File: config.mk
export PLATFORM = sky130hd
export DESIGN_NAME = inst_rom_arbiter
export DESIGN_NICKNAME = d
export VERILOG_FILES = /design/src/rtl/inst_rom_arbiter.sv
export SDC_FILE = /design/constraint.sdc
export NUM_CORES = 1
export LEC_CHECK = 0
export CAP_MARGIN = 20
export CORE_UTILIZATION = 45
export DETAILED_ROUTE_END_ITERATION = 8
export DONT_BUFFER_PORTS = 1
export HOLD_SLACK_MARGIN = 0.15
export PLACE_DENSITY = 0.7
export SLEW_MARGIN = 20
export SYNTH_ARGS = -nofsm -noshare
export SYNTH_HDL_FRONTEND = slang
export SYNTH_SLANG_ARGS = --single-unit
File: constraint.sdc
create_clock -name clk -period 1.8 [get_ports clk]
set_input_delay 0.54 -clock clk [delete_from_list [all_inputs] [get_ports clk]]
set_output_delay 0.54 -clock clk [all_outputs]
set_load 0.05 [all_outputs]
File: src/rtl/inst_rom_arbiter.sv
// Instruction ROM arbiter: shares one single-port ROM between
// the fetch port (0) and the debug/loader port (1).
module inst_rom_arbiter #(
    parameter int unsigned ADDR_W = 32,
    parameter int unsigned DATA_W = 32,
    parameter bit          RR_EN  = 1'b1
) (
    input  logic              clk,
    input  logic              rst,
    input  logic              if_req_i,
    input  logic [ADDR_W-1:0] if_addr_i,
    output logic              if_ack_o,
    output logic [DATA_W-1:0] if_rdata_o,
    output logic              if_err_o,
    input  logic              dbg_req_i,
    input  logic [ADDR_W-1:0] dbg_addr_i,
    output logic              dbg_ack_o,
    output logic [DATA_W-1:0] dbg_rdata_o,
    output logic              dbg_err_o,
    output logic              rom_ce_o,
    output logic [ADDR_W-1:0] rom_addr_o,
    input  logic [DATA_W-1:0] rom_data_i,
    output logic              stallreq_o,
    output logic              busy_o
);

    typedef enum logic [1:0] {
        IDLE,
        ISSUE,
        RESP
    } state_e;

    state_e            state_q, state_d;
    logic              gnt_q, gnt_d;
    logic              last_gnt_q, last_gnt_d;
    logic              rom_ce_q, rom_ce_d;
    logic [ADDR_W-1:0] rom_addr_q, rom_addr_d;
    logic              if_ack_q, if_ack_d;
    logic              dbg_ack_q, dbg_ack_d;
    logic              if_err_q, if_err_d;
    logic              dbg_err_q, dbg_err_d;
    logic [DATA_W-1:0] if_rdata_q, if_rdata_d;
    logic [DATA_W-1:0] dbg_rdata_q, dbg_rdata_d;

    logic              win;
    logic [ADDR_W-1:0] win_addr;
    logic              aligned;

    // Pick the winning port; on a tie round-robin favours the port not served last
    always_comb begin
        win = dbg_req_i;
        if (if_req_i && dbg_req_i) begin
            win = RR_EN ? ~last_gnt_q : 1'b0;
        end
        win_addr = win ? dbg_addr_i : if_addr_i;
        aligned  = (win_addr[1:0] == 2'b00);
    end

    // Next-state and next-output logic; every output is registered
    always_comb begin
        state_d     = state_q;
        gnt_d       = gnt_q;
        last_gnt_d  = last_gnt_q;
        rom_ce_d    = 1'b0;
        rom_addr_d  = '0;
        if_ack_d    = 1'b0;
        dbg_ack_d   = 1'b0;
        if_err_d    = 1'b0;
        dbg_err_d   = 1'b0;
        if_rdata_d  = '0;
        dbg_rdata_d = '0;
        unique case (state_q)
            IDLE: begin
                if (if_req_i || dbg_req_i) begin
                    gnt_d = win;
                    if (aligned) begin
                        state_d    = ISSUE;
                        rom_ce_d   = 1'b1;
                        rom_addr_d = win_addr;
                    end else begin
                        state_d   = RESP;
                        if_ack_d  = ~win;
                        dbg_ack_d = win;
                        if_err_d  = ~win;
                        dbg_err_d = win;
                    end
                end
            end
            ISSUE: begin
                state_d   = RESP;
                if_ack_d  = ~gnt_q;
                dbg_ack_d = gnt_q;
                if (gnt_q) begin
                    dbg_rdata_d = rom_data_i;
                end else begin
                    if_rdata_d = rom_data_i;
                end
            end
            RESP: begin
                state_d    = IDLE;
                last_gnt_d = gnt_q;
            end
            default: begin
                state_d = IDLE;
            end
        endcase
    end

    // State and output registers with synchronous reset
    always_ff @(posedge clk) begin
        if (rst) begin
            state_q     <= IDLE;
            gnt_q       <= 1'b0;
            last_gnt_q  <= 1'b1;
            rom_ce_q    <= 1'b0;
            rom_addr_q  <= '0;
            if_ack_q    <= 1'b0;
            dbg_ack_q   <= 1'b0;
            if_err_q    <= 1'b0;
            dbg_err_q   <= 1'b0;
            if_rdata_q  <= '0;
            dbg_rdata_q <= '0;
        end else begin
            state_q     <= state_d;
            gnt_q       <= gnt_d;
            last_gnt_q  <= last_gnt_d;
            rom_ce_q    <= rom_ce_d;
            rom_addr_q  <= rom_addr_d;
            if_ack_q    <= if_ack_d;
            dbg_ack_q   <= dbg_ack_d;
            if_err_q    <= if_err_d;
            dbg_err_q   <= dbg_err_d;
            if_rdata_q  <= if_rdata_d;
            dbg_rdata_q <= dbg_rdata_d;
        end
    end

    assign if_ack_o    = if_ack_q;
    assign dbg_ack_o   = dbg_ack_q;
    assign if_err_o    = if_err_q;
    assign dbg_err_o   = dbg_err_q;
    assign if_rdata_o  = if_rdata_q;
    assign dbg_rdata_o = dbg_rdata_q;
    assign rom_ce_o    = rom_ce_q;
    assign rom_addr_o  = rom_addr_q;
    assign busy_o      = (state_q != IDLE);
    assign stallreq_o  = if_req_i & ~if_ack_q;

endmodule
==> run metrics <==
clk_lat worst skew 0.35 ns; top cell type's share of synthesized area 62.1%; total wire length 6960 um; most frequent cells in the layout dfxtp_1 (105), and2_1 (64), nand3_1 (60), a21oi_2 (30), clkbuf_8 (9); CTS resizes 0; Netlist cell types 26; total CTS buffers 9; Critical R2R Launch state_q[0]; Clock Skew 0.00988 ns; VDD IR max 402 uV; core footprint 7250 um^2; Crit path largest cell delay 0.35 ns; post-CTS setup buffer count 0; register share of total power 61.2%; r2r setup slk 0.18 ns; Synth Area per Inst 11.0 um^2; Clock Power Share 32.5%; vias per inst 5.14; RR Endpoint rom_addr_o[10]; FF+latch count, synth 105; worst reg2reg path depth 4; Sequential Area 2100 um^2; setup TNS 0 ns; grt ovf 0; critical-path cell list or2_4, buf_4; critical path's top delay family flip-flops; vias in the first global route 1988; via count 2135; hold endpoint gnt_q; sw frac 27.5%; port bufs 0; FILL cells 665; Clock transition at path regs 0.10 ns; H-Tree Depth 3; largest cells by area after synthesis dfxtp_1 (62%), and2_1 (12%), nand3_1 (8.9%), a21oi_2 (7.8%), clkbuf_1 (1.8%); post-synthesis cell count 309; Yosys warnings 0; hold-critical path depth 1; Routed Antenna Nets 0; nets@finish 411; ANT cells 0; outcome complete, no violations; CP required 1.26 ns; Combinational Power Share 6.3%; CP max FO 4; sequential share of the synthesized area 62.1%; Syn-to-layout area delta 10.2%; Netlist Area Pre-Place 3380 um^2; DRC 0; Tcrit/Tclk final 93.5%; global-route wire length before repair 9750 um; FFs w/ async S/R, synth 0%; initial antenna violation count 0; Bufs on Longest Clock Path 2; CTS tree built; leak pwr 1.36 nW; gpl congestion 0.776; Post-synth EDFFs 0; critical path arrival 1.14 ns; largest net degree at the start of global routing 34; worst-margin pin slew 0.525 ns; Pre-antenna DRT Iters 4; chip height 88.7 um; max-cap viol count 0; unrepaired setup endpoints after global routing false; Routed wire per std cell 16.8 um; area leader, netlist dfxtp_1; Num Clock Sinks 105; total net switching power 1.14 mW; # setup viols final 0; ys flop type dfxtp_1; DP HPWL 5040 um; hold crit path type in2reg; hold path startpoint rst; post-layout min period 1.68 ns; clk root buf clkbuf_8; I/O pin total 203; Startpoint Class flop; power consumption 4.13 mW; master of the slowest instance on the critical path dfxtp_1; worst setup path class reg2out; f_max 594 MHz; Internal Pwr Total 2.99 mW; Pwr Density 1110 nW/um^2; Final Hold Fails 0; Multi-input gate area 1180 um^2; # hold bufs at CTS 0; die width 88.7 um; Final Slew Violations 0; die area 7870 um^2; Rel. slew slack 64.9%; Worst setup EP type primary output; Buf+Inv Stages, Crit Path 1; gr usage total 16.8%; fraction of layout cells with a size suffix above 1 21.5%; Rows 31; commonest non-fill, non-tap cell in the layout dfxtp_1; initial core utilization 46.7%; DR iter-0 viols 42
[worst register-to-register path: stages (launching register included)]
cell     delay, ns
dfxtp_1       0.35
or2_4         0.25
or3_2         0.59
buf_12        0.23
a21oi_2       0.14
[state kept, by name (all words and copies together) (netlist names)]
register,flops
state_q,2
last_gnt_q,1
if_ack_o,1
dbg_rdata_o,32
gnt_q,1
rom_addr_o,32
rom_ce_o,1
dbg_err_o,1
dbg_ack_o,1
if_rdata_o,32
if_err_o,1
[final cells by class]
class | count | share of cell area (%)
Multi-Input combinational cell | 183 | 31.6
Timing Repair Buffer | 12 | 3.76
Clock inverter | 7 | 1.68
Clock buffer | 9 | 3.32
Sequential cell | 105 | 56.4
Tap cell | 99 | 3.32
[cells in the mapped netlist, drive strengths merged (2+ instances only)]
cell type,number
a21oi,31
clkbuf,18
nor2b,5
dfxtp,105
and2,64
buf,4
nand3,60
o21ai,2
nor2,6
[how the worst max path moves through the flow]
stage	from	endpoint	slack (ns)	cells past startpoint
after floorplan	if_req_i	stallreq_o	0.01	1
after global placement	dbg_req_i	rom_addr_o[5]	0.25	4
after detailed placement	state_q[1]	rom_addr_o[10]	0.20	4
after CTS	state_q[0]	busy_o	0.09	2
after global routing	state_q[1]	busy_o	0.07	2
final	state_q[0]	busy_o	0.12	2
[kinds of logic (layout without fill, tap and decap cells)]
family,count (synthesis),in the layout,share of synthesized area (%)
buf+inv,22,28,3.40
other cells,1,2,0.111
compound gates,39,39,10.4
mux,1,1,0.333
flops,105,105,62.1
simple gates,141,141,23.7
[stage by stage]
stage	setup slack (ns)	hold WS, ns	std cells	utilization, %	cell area (um^2)
3_3_place_gp	0.248	0.494	399	48.9	3540
6_report	0.117	0.244	415	51.4	3730
4_1_cts	0.0924	0.219	415	51.4	3730
2_1_floorplan	0.0126	0.468	310	-	3390
5_1_grt	0.0663	0.217	415	51.4	3730
3_5_place_dp	0.204	0.501	399	48.9	3540
[power by group through the flow]
stage | Combinational [mW] | Sequential (mW) | Clock (mW)
floorplan | 0.203 | 2.58 | 0
global placement | 0.258 | 2.58 | 0
detailed placement | 0.264 | 2.58 | 0
CTS | 0.264 | 2.53 | 1.39
global route | 0.283 | 2.53 | 1.49
finish | 0.262 | 2.53 | 1.34
[routing by layer]
layer | vias up | global-route usage (%) | routed length (um)
met5 | - | 0 | 0
met4 | 0 | 8.80 | 120
met2 | 135 | 28.8 | 3320
met1 | 965 | 17.2 | 2590
li1 | 1024 | - | -
met3 | 11 | 7.46 | 918
No activity file was read; power rests on OpenSTA's default activity.
